$ cat src/rtl/wall_follower_robot_p.sv
// Wall-following robot controller with multi-cycle rotations, selectable
// wall side, heading tracking and a stuck detector. Moore outputs only:
// every motor/status output is a flop decoded from the next registered state.
module wall_follower_robot_p #(
    parameter int unsigned ROT_CYCLES  = 1,
    parameter int unsigned STUCK_LIMIT = 4
) (
    input  logic       clk,
    input  logic       reset,
    input  logic       en,
    input  logic       side_sel,
    input  logic       head,
    input  logic       wall,
    input  logic       clear,
    output logic       front,
    output logic       rotate,
    output logic       rot_cw,
    output logic [1:0] heading,
    output logic       stuck
);

    localparam int unsigned CNT_W = 4;
    localparam int unsigned HDG_W = 2;

    localparam logic [CNT_W-1:0] ROT_LAST  = CNT_W'(ROT_CYCLES - 1);
    localparam logic [CNT_W-1:0] STUCK_MAX = CNT_W'(STUCK_LIMIT);

    typedef enum logic [2:0] {
        SEEK       = 3'd0,
        FOLLOW     = 3'd1,
        ROT_AWAY   = 3'd2,
        ROT_TOWARD = 3'd3,
        GAP        = 3'd4,
        HALT       = 3'd5
    } state_t;

    state_t             state;
    state_t             state_nxt;
    logic               side;
    logic               side_nxt;
    logic [CNT_W-1:0]   rot_cnt;
    logic [CNT_W-1:0]   rot_cnt_nxt;
    logic [CNT_W-1:0]   stuck_cnt;
    logic [CNT_W-1:0]   stuck_cnt_nxt;
    logic [HDG_W-1:0]   heading_nxt;

    logic               rot_done;
    logic               turn_cw;
    logic               limit_hit;
    logic               front_nxt;
    logic               rotate_nxt;
    logic               rot_cw_nxt;
    logic               stuck_nxt;

    // Direction of the rotation in progress: away is clockwise for the left wall.
    assign turn_cw   = (state == ROT_AWAY) ? ~side : side;
    assign rot_done  = (rot_cnt == ROT_LAST);
    assign limit_hit = ((stuck_cnt + CNT_W'(1)) == STUCK_MAX);

    // Next-state, counter and heading update for one enabled edge.
    always_comb begin
        state_nxt     = state;
        side_nxt      = side;
        rot_cnt_nxt   = rot_cnt;
        stuck_cnt_nxt = stuck_cnt;
        heading_nxt   = heading;

        if (state == SEEK) begin
            side_nxt = side_sel;
        end

        case (state)
            SEEK: begin
                stuck_cnt_nxt = '0;
                if (head) begin
                    state_nxt = ROT_AWAY;
                end else if (wall) begin
                    state_nxt = FOLLOW;
                end
            end

            FOLLOW: begin
                stuck_cnt_nxt = '0;
                if (head) begin
                    state_nxt = ROT_AWAY;
                end else if (!wall) begin
                    state_nxt = ROT_TOWARD;
                end
            end

            GAP: begin
                stuck_cnt_nxt = '0;
                if (head) begin
                    state_nxt = ROT_AWAY;
                end else if (wall) begin
                    state_nxt = FOLLOW;
                end else begin
                    state_nxt = ROT_TOWARD;
                end
            end

            ROT_AWAY, ROT_TOWARD: begin
                if (rot_done) begin
                    rot_cnt_nxt = '0;
                    heading_nxt = turn_cw ? (heading + HDG_W'(1))
                                          : (heading - HDG_W'(1));
                    if (stuck_cnt != STUCK_MAX) begin
                        stuck_cnt_nxt = stuck_cnt + CNT_W'(1);
                    end
                    if (limit_hit) begin
                        state_nxt = HALT;
                    end else if (state == ROT_AWAY) begin
                        state_nxt = head ? ROT_AWAY : FOLLOW;
                    end else begin
                        state_nxt = GAP;
                    end
                end else begin
                    rot_cnt_nxt = rot_cnt + CNT_W'(1);
                end
            end

            HALT: begin
                if (clear) begin
                    state_nxt     = SEEK;
                    stuck_cnt_nxt = '0;
                end
            end

            default: begin
                state_nxt     = SEEK;
                rot_cnt_nxt   = '0;
                stuck_cnt_nxt = '0;
            end
        endcase
    end

    // Moore decode of the state that will be held after the edge.
    always_comb begin
        front_nxt  = 1'b0;
        rotate_nxt = 1'b0;
        rot_cw_nxt = 1'b0;
        stuck_nxt  = 1'b0;
        case (state_nxt)
            SEEK, FOLLOW, GAP: front_nxt = 1'b1;
            ROT_AWAY: begin
                rotate_nxt = 1'b1;
                rot_cw_nxt = ~side_nxt;
            end
            ROT_TOWARD: begin
                rotate_nxt = 1'b1;
                rot_cw_nxt = side_nxt;
            end
            HALT:    stuck_nxt = 1'b1;
            default: front_nxt = 1'b0;
        endcase
    end

    // State, counters, heading and registered outputs; en=0 freezes and idles motors.
    always_ff @(posedge clk or posedge reset) begin
        if (reset) begin
            state     <= SEEK;
            side      <= 1'b0;
            rot_cnt   <= '0;
            stuck_cnt <= '0;
            heading   <= '0;
            front     <= 1'b1;
            rotate    <= 1'b0;
            rot_cw    <= 1'b0;
            stuck     <= 1'b0;
        end else if (en) begin
            state     <= state_nxt;
            side      <= side_nxt;
            rot_cnt   <= rot_cnt_nxt;
            stuck_cnt <= stuck_cnt_nxt;
            heading   <= heading_nxt;
            front     <= front_nxt;
            rotate    <= rotate_nxt;
            rot_cw    <= rot_cw_nxt;
            stuck     <= stuck_nxt;
        end else begin
            front     <= 1'b0;
            rotate    <= 1'b0;
            rot_cw    <= 1'b0;
        end
    end

endmodule

$ cat config.mk
export PLATFORM = sky130hd
export DESIGN_NAME = wall_follower_robot_p
export DESIGN_NICKNAME = d
export VERILOG_FILES = /design/src/rtl/wall_follower_robot_p.sv
export SDC_FILE = /design/constraint.sdc
export NUM_CORES = 1
export LEC_CHECK = 0
export CAP_MARGIN = 10
export CORE_ASPECT_RATIO = 0.6
export CORE_UTILIZATION = 40
export CTS_BUF_LIST = sky130_fd_sc_hd__clkbuf_4 sky130_fd_sc_hd__clkbuf_8 sky130_fd_sc_hd__clkbuf_16
export DETAILED_ROUTE_END_ITERATION = 7
export HOLD_SLACK_MARGIN = 0.03
export RECOVER_POWER = 50
export SLEW_MARGIN = 5
export SYNTH_ARGS = -nofsm -noshare
export SYNTH_HDL_FRONTEND = slang
export SYNTH_SLANG_ARGS = --single-unit
export TNS_END_PERCENT = 10
$ cat constraint.sdc
create_clock -name clk -period 2.6 [get_ports clk]
set_input_delay 0.39 -clock clk [delete_from_list [all_inputs] [get_ports clk]]
set_output_delay 0.39 -clock clk [all_outputs]
set_load 0.01 [all_outputs]
# After elaboration in Yosys (flattened, before gate mapping)
# Cells that the tools add are included.
[totals] ram_bits=0 inputBits=7 rom_bits=0 wordCells=69 latch_bits=0 memories=0 reg_bits=18
[op_classes] n_shift=0 bitwise=3 eq_ne=15 order_cmp=0 mux=28 n_div=0 n_mul=0 n_reduce_logical=10 addsub=4
[op_table] op="$mux W3" n=8
[op_table] op="$mux W4" n=4
[op_table] op="$pmux W4 S2" n=2
[op_table] op="$pmux W3 S5" n=1
[op_table] op="$eq A3 B2 Y1 const B" n=4
[op_table] op="$eq A3 B3 Y1 const B" n=4
[op_table] op="$add A4 B1 Y4 const B" n=2
[op_table] op="$mux W1" n=8
[op_table] op="$mux W2" n=4
[op_table] op="$eq A3 B1 Y1 const B" n=2
[op_table] op="$logic_not A3 Y1" n=2
[op_table] op="$ne A2 B2 Y1 const B" n=3
[op_table] op="$eq A4 B3 Y1 const B" n=1
[op_table] op="$logic_not A4 Y1" n=1
[op_table] op="$ne A4 B3 Y1 const B" n=1
[op_table] op="$reduce_and A4 Y1" n=1
[op_table] op="$reduce_or A2 Y1" n=2
[op_table] op="$reduce_or A4 Y1" n=1
[op_table] op="$not A1 Y1" n=3
[op_table] op="$reduce_and A3 Y1" n=1
[op_table] op="$reduce_or A3 Y1" n=1
[op_table] op="$add A2 B1 Y2 const B" n=1
[op_table] op="$pmux W1 S2" n=1
[op_table] op="$reduce_and A2 Y1" n=1
[op_table] op="$sub A2 B1 Y2 const B" n=1

# Depth between registers and ports, before layout
[depth] ltp_word=9 mapped_depth=7 depth_no_buf=7

# Worst setup path after synthesis
# No wires, ideal clock.
[synth_path] kind="flip-flop to flip-flop" startpoint="reg rot_cnt[0]" endpoint="reg rot_cw" path_buffers=0 arrival_time_ns=1.638 path_stages_with_launch=8 setup_ns=0.119 slack_ns=0.843 required_ns=2.481 path_cell_list="dfrtp_1 inv_1 ha_1 nor3b_1 o21ai_0 a2bb2oi_2 xnor2_1 and2_1"
[synth_via] elab_chain_cells=6 word_cells_on_any_way=7
[synth_rtl] item="from (decl)" line="41" rtl="logic [CNT_W-1:0] rot_cnt;"
[synth_rtl] item="from (signal assigned)" line="173" rtl="rot_cnt <= rot_cnt_nxt;"
[synth_rtl] item="$logic_not A4 Y1 (*)" line="57" rtl="assign rot_done = (rot_cnt == ROT_LAST);"
[synth_rtl] item="$mux W3 (*)" line="103" rtl="if (rot_done) begin"
[synth_rtl] item="$pmux W3 S5 (*)" line="72" rtl="case (state)"
[synth_rtl] item="$eq A3 B2 Y1" line="143" rtl="case (state_nxt)"
[synth_rtl] item="$pmux W1 S2 (*)" line="143"
[synth_rtl] item="$mux W1 (*)" line="170" rtl="end else if (en) begin"
[synth_rtl] item="to (signal assigned)" line="178" rtl="rot_cw <= rot_cw_nxt;"
[synth_rtl] item="to (decl)" line="17" rtl="output logic rot_cw,"
# Mark *: on every way between the ends. The rest lies on a longest branch, timed or not.
# A chain may end at the register's enable or synchronous reset.

# Final worst setup path
# Ends and elaborated chain as after synthesis.

==> metrics.md <==
| Metric | Value |
|---|---|
| # rows | 13 |
| Via density | 5.20 |
| Critical path depth | 7 |
| Vias in the first global route | ~700 |
| CTS Buf Count | 3 |
| ANT nets after route | 0 |
| Resized Gates After CTS | 0 |
| Adder-Cell Fraction of Synth Area | about 4.8% |
| Crit path max-delay cell type | nor3b_1 |
| Bufs and invs on worst path | 1 |
| H-tree depth | 1 |
| DP Area | ~1200 µm² |
| Met3 track demand over resource | 5.77% |
| DRC | 0 |
| GR Util met1 | 28.1% |
| Nets@finish | 135 |
| Dpl hpwl | 1460 µm |
| Final setup violation count | 0 |
| Area Growth Syn to Fin | 17.6% |
| Crit-path cells | inv_1 -> ha_1 -> nor3b_1 -> o21ai_0 -> a2bb2oi_2 -> xnor2_1 -> and2_1 |
| Tcrit/Tclk final | 81.1% |
| R2R cell count | 7 |
| Max Buffers Root-to-Sink | 2 |
| Initial DRC count | 54 |
| Die Wd | 67.7 µm |
| # diodes | 0 |
| Worst-Margin Slew | 0.739 ns |
| Initial antenna violation count | 0 |
| Fraction of layout cells with a size suffix above 1 | under 10% |
| XOR/XNOR Fraction of Synth Area | 5.91% |
| Die H | 41.4 µm |
| Setup Fix Bufs, Post-CTS | 0 |
| GP Congestion | 0.815 |
| Number of hold violations in the final report | 0 |
| Area share of the largest cell type after synthesis | 41.0% |
| Hold buffers post-CTS | 0 |
| Total gr overflow | 0 |
| Number of buffers added on ports | 12 |
| DR pass1 iterations | 4 |
| Relative slew slack | 50.7% |
| Core Area | 2310 µm² |
| Gr usage total | 18.0% |
| Hold_ws | 0.475 ns |
| Final instance area | 1220 µm² |
| #FFs+latches synth | 18 |
| CP required | 2.75 ns |
| Max stage delay on crit path | 0.62 ns |
| M2 GR Usage | 22.0% |
| IO Pins | 13 |
| Largest family of logic cells by synthesized area | simple AND/OR/NAND/NOR gates |
| Final setup TNS | 0 ns |
| Hold Path Cell Cnt | 1 |
| CP max FO | 6 |
| Crit. End Element | flop |
| Setup CP Type | reg -> reg |
| Simple-gate share of the synthesized area | 23.8% |
| Fin. max-slew vios | 0 |
| Routed wire length | between 1500 and 2000 µm |
| Post-Syn Area | roughly 1000 µm² |
| Status | finished, final reports clean |
| Top delay family on crit path | simple AND/OR/NAND/NOR gates |
| Highest Clock Rate | between 400 and 500 MHz |
| Most used routing layer | met1 |
| Peak supply drop | approximately 0.46 mV |
| Syn_nets | 122 |
| Clock Pin Slew Worst Setup and Hold Paths | 0.07 ns |
| CTS tree | yes |
| Sequential share of the synthesized area | a little over two fifths |
| DR vias | roughly 800 |
| Synthesis Warnings | 0 |
| Post-Syn Instances | 111 |
| Clock skew | around 0.0034 ns |
| Synth cell types | 37 |
| Fin crit period | about 2.1 ns |
| Leak pwr | 0.496 nW |
| Top cells by area, synth | dfrtp_1 41%, nor2_1 5.4%, ha_1 4.8%, o21ai_0 4.8%, xnor2_1 4.2% |
| Max-cap violations | 0 |
| First-pass GRT wire length | 3570 µm |
| Sinks on Clock Net | 18 |
| Hold WC Path Type | reg -> reg |
| Critical Path Source Type | flop |
| Compound-gate portion of the synthesized area | 15.9% |
| Clock Latency Late Sink | around 0.26 ns |
| Clock Tree Root | clkbuf_8 |
| Die area | approximately 2800 µm² |
| Mux contribution to synthesized area | 0.965% |
| Syn_area_per_cell | between 9 and 10 µm² |
| Detail-routed net length per standard cell | 13.0 µm |
| PwrDens | between 700 and 800 nW/µm² |
| Largest net degree at the start of global routing | 19 |
| Starting Density | 44.9% |
| Critical Path AT | 2.26 ns |
| Area leader, netlist | dfrtp_1 |
| Total power | 0.000867 W |
| RSZ-0062 raised after global routing | no |
-- per-stage QoR --
stage	setup WS (ns)	util [%]	std cells
2_1_floorplan	0.843	-	111
3_3_place_gp	0.526	50.6	149
3_5_place_dp	0.527	50.6	149
4_1_cts	0.467	53.0	153
5_1_grt	0.313	52.8	153
6_report	0.492	52.8	153
-- routing by layer --
layer	vias up	routed length (µm)
met5	-	0
met1	367	1060
met4	0	37
met2	16	789
met3	5	102
li1	407	-
-- final cells by class --
class,count,area (µm²)
Multi-Input combinational cell,83,533
Fill cell,210,1090
Sequential cell,18,452
Clock buffer,4,55.1
Inverter,5,18.8
Timing Repair Buffer,13,124
Tap cell,30,37.5
-- layout by cell type (no fill, tap or decap), drive strengths merged --
| master | count |
|---|---|
| o211ai | 1 |
| o21bai | 1 |
| clkbuf | 5 |
| nor2b | 2 |
| nand3b | 2 |
| or3 | 1 |
| a311oi | 1 |
| nand4 | 1 |
| a31oi | 1 |
| and2 | 1 |
| nand2 | 7 |
| a21boi | 1 |
| dlygate4sd3 | 2 |
| o21ai | 10 |
| clkdlybuf4s50 | 10 |
| nor3 | 3 |
| ha | 4 |
| a2bb2oi | 1 |
| mux2i | 1 |
| or3b | 1 |
| o21a | 1 |
| inv | 5 |
| dfrtp | 17 |
| o31ai | 3 |
| o31a | 1 |
| nor2 | 15 |
| xnor2 | 5 |
| nand3 | 5 |
| nand2b | 2 |
| dfstp | 1 |
| nor3b | 4 |
| nand4b | 1 |
| xor2 | 2 |
| and2b | 1 |
| a21oi | 4 |
-- synthesized netlist by cell type --
cell	n
nand3b_1	2
nor3_2	1
and2_1	1
nand4_1	1
dfstp_2	1
buf_4	1
nand3_1	5
nor2b_1	2
mux2i_1	1
nor2_1	15
a311oi_1	1
a2bb2oi_2	1
or3b_4	1
o21ai_0	10
a21boi_2	1
o21bai_1	1
nand4b_1	1
dfrtp_1	17
buf_2	1
nor3_1	2
inv_1	5
o211ai_1	1
xnor2_1	5
a31oi_1	1
a21oi_1	4
ha_1	4
clkbuf_8	1
o31a_1	1
or3_2	1
o21a_1	1
nor3b_1	4
o31ai_1	3
nand2_1	7
nand2b_1	2
xor2_1	2
clkbuf_1	2
and2b_2	1
-- sequential cells by signal, indices dropped and copies added, names as in the netlist --
name / flops
rot_cnt: 4
stuck: 1
rotate: 1
rot_cw: 1
state: 3
side: 1
stuck_cnt: 4
heading: 2
front: 1
-- where the power goes --
| part | switching, W | total [W] | internal, W | leakage [nW] |
|---|---|---|---|---|
| sequential | 0.0000587 | 0.000387 | 0.000329 | 0.232 |
| combinational | 0.000117 | 0.000250 | 0.000133 | 0.236 |
| clock | 0.0000947 | 0.000229 | 0.000135 | 0.0288 |
| total | 0.000271 | 0.000867 | 0.000597 | 0.496 |
-- cell families after synthesis --
family,Yosys count
AO/OA/AOI/OAI,25
XOR/XNOR,7
adder cells (fa/ha/maj),4
buffers and inverters,10
flip-flops,18
multiplexers,1
AND/OR/NAND/NOR,46
-- final timing paths --
path / endpoint / slack, ns / startpoint
setup / recovery: rot_cw / 0.49 / rot_cnt[0]
hold / removal: heading[1] / 0.48 / heading[1]
setup reg to reg: rot_cw / 0.49 / rot_cnt[0]
hold reg to reg: heading[1] / 0.48 / heading[1]
max in group asynchronous: stuck_cnt[1] / 1.49 / reset
min in group asynchronous: state[2] / 0.67 / reset
Power figures use the tool's default switching activity.
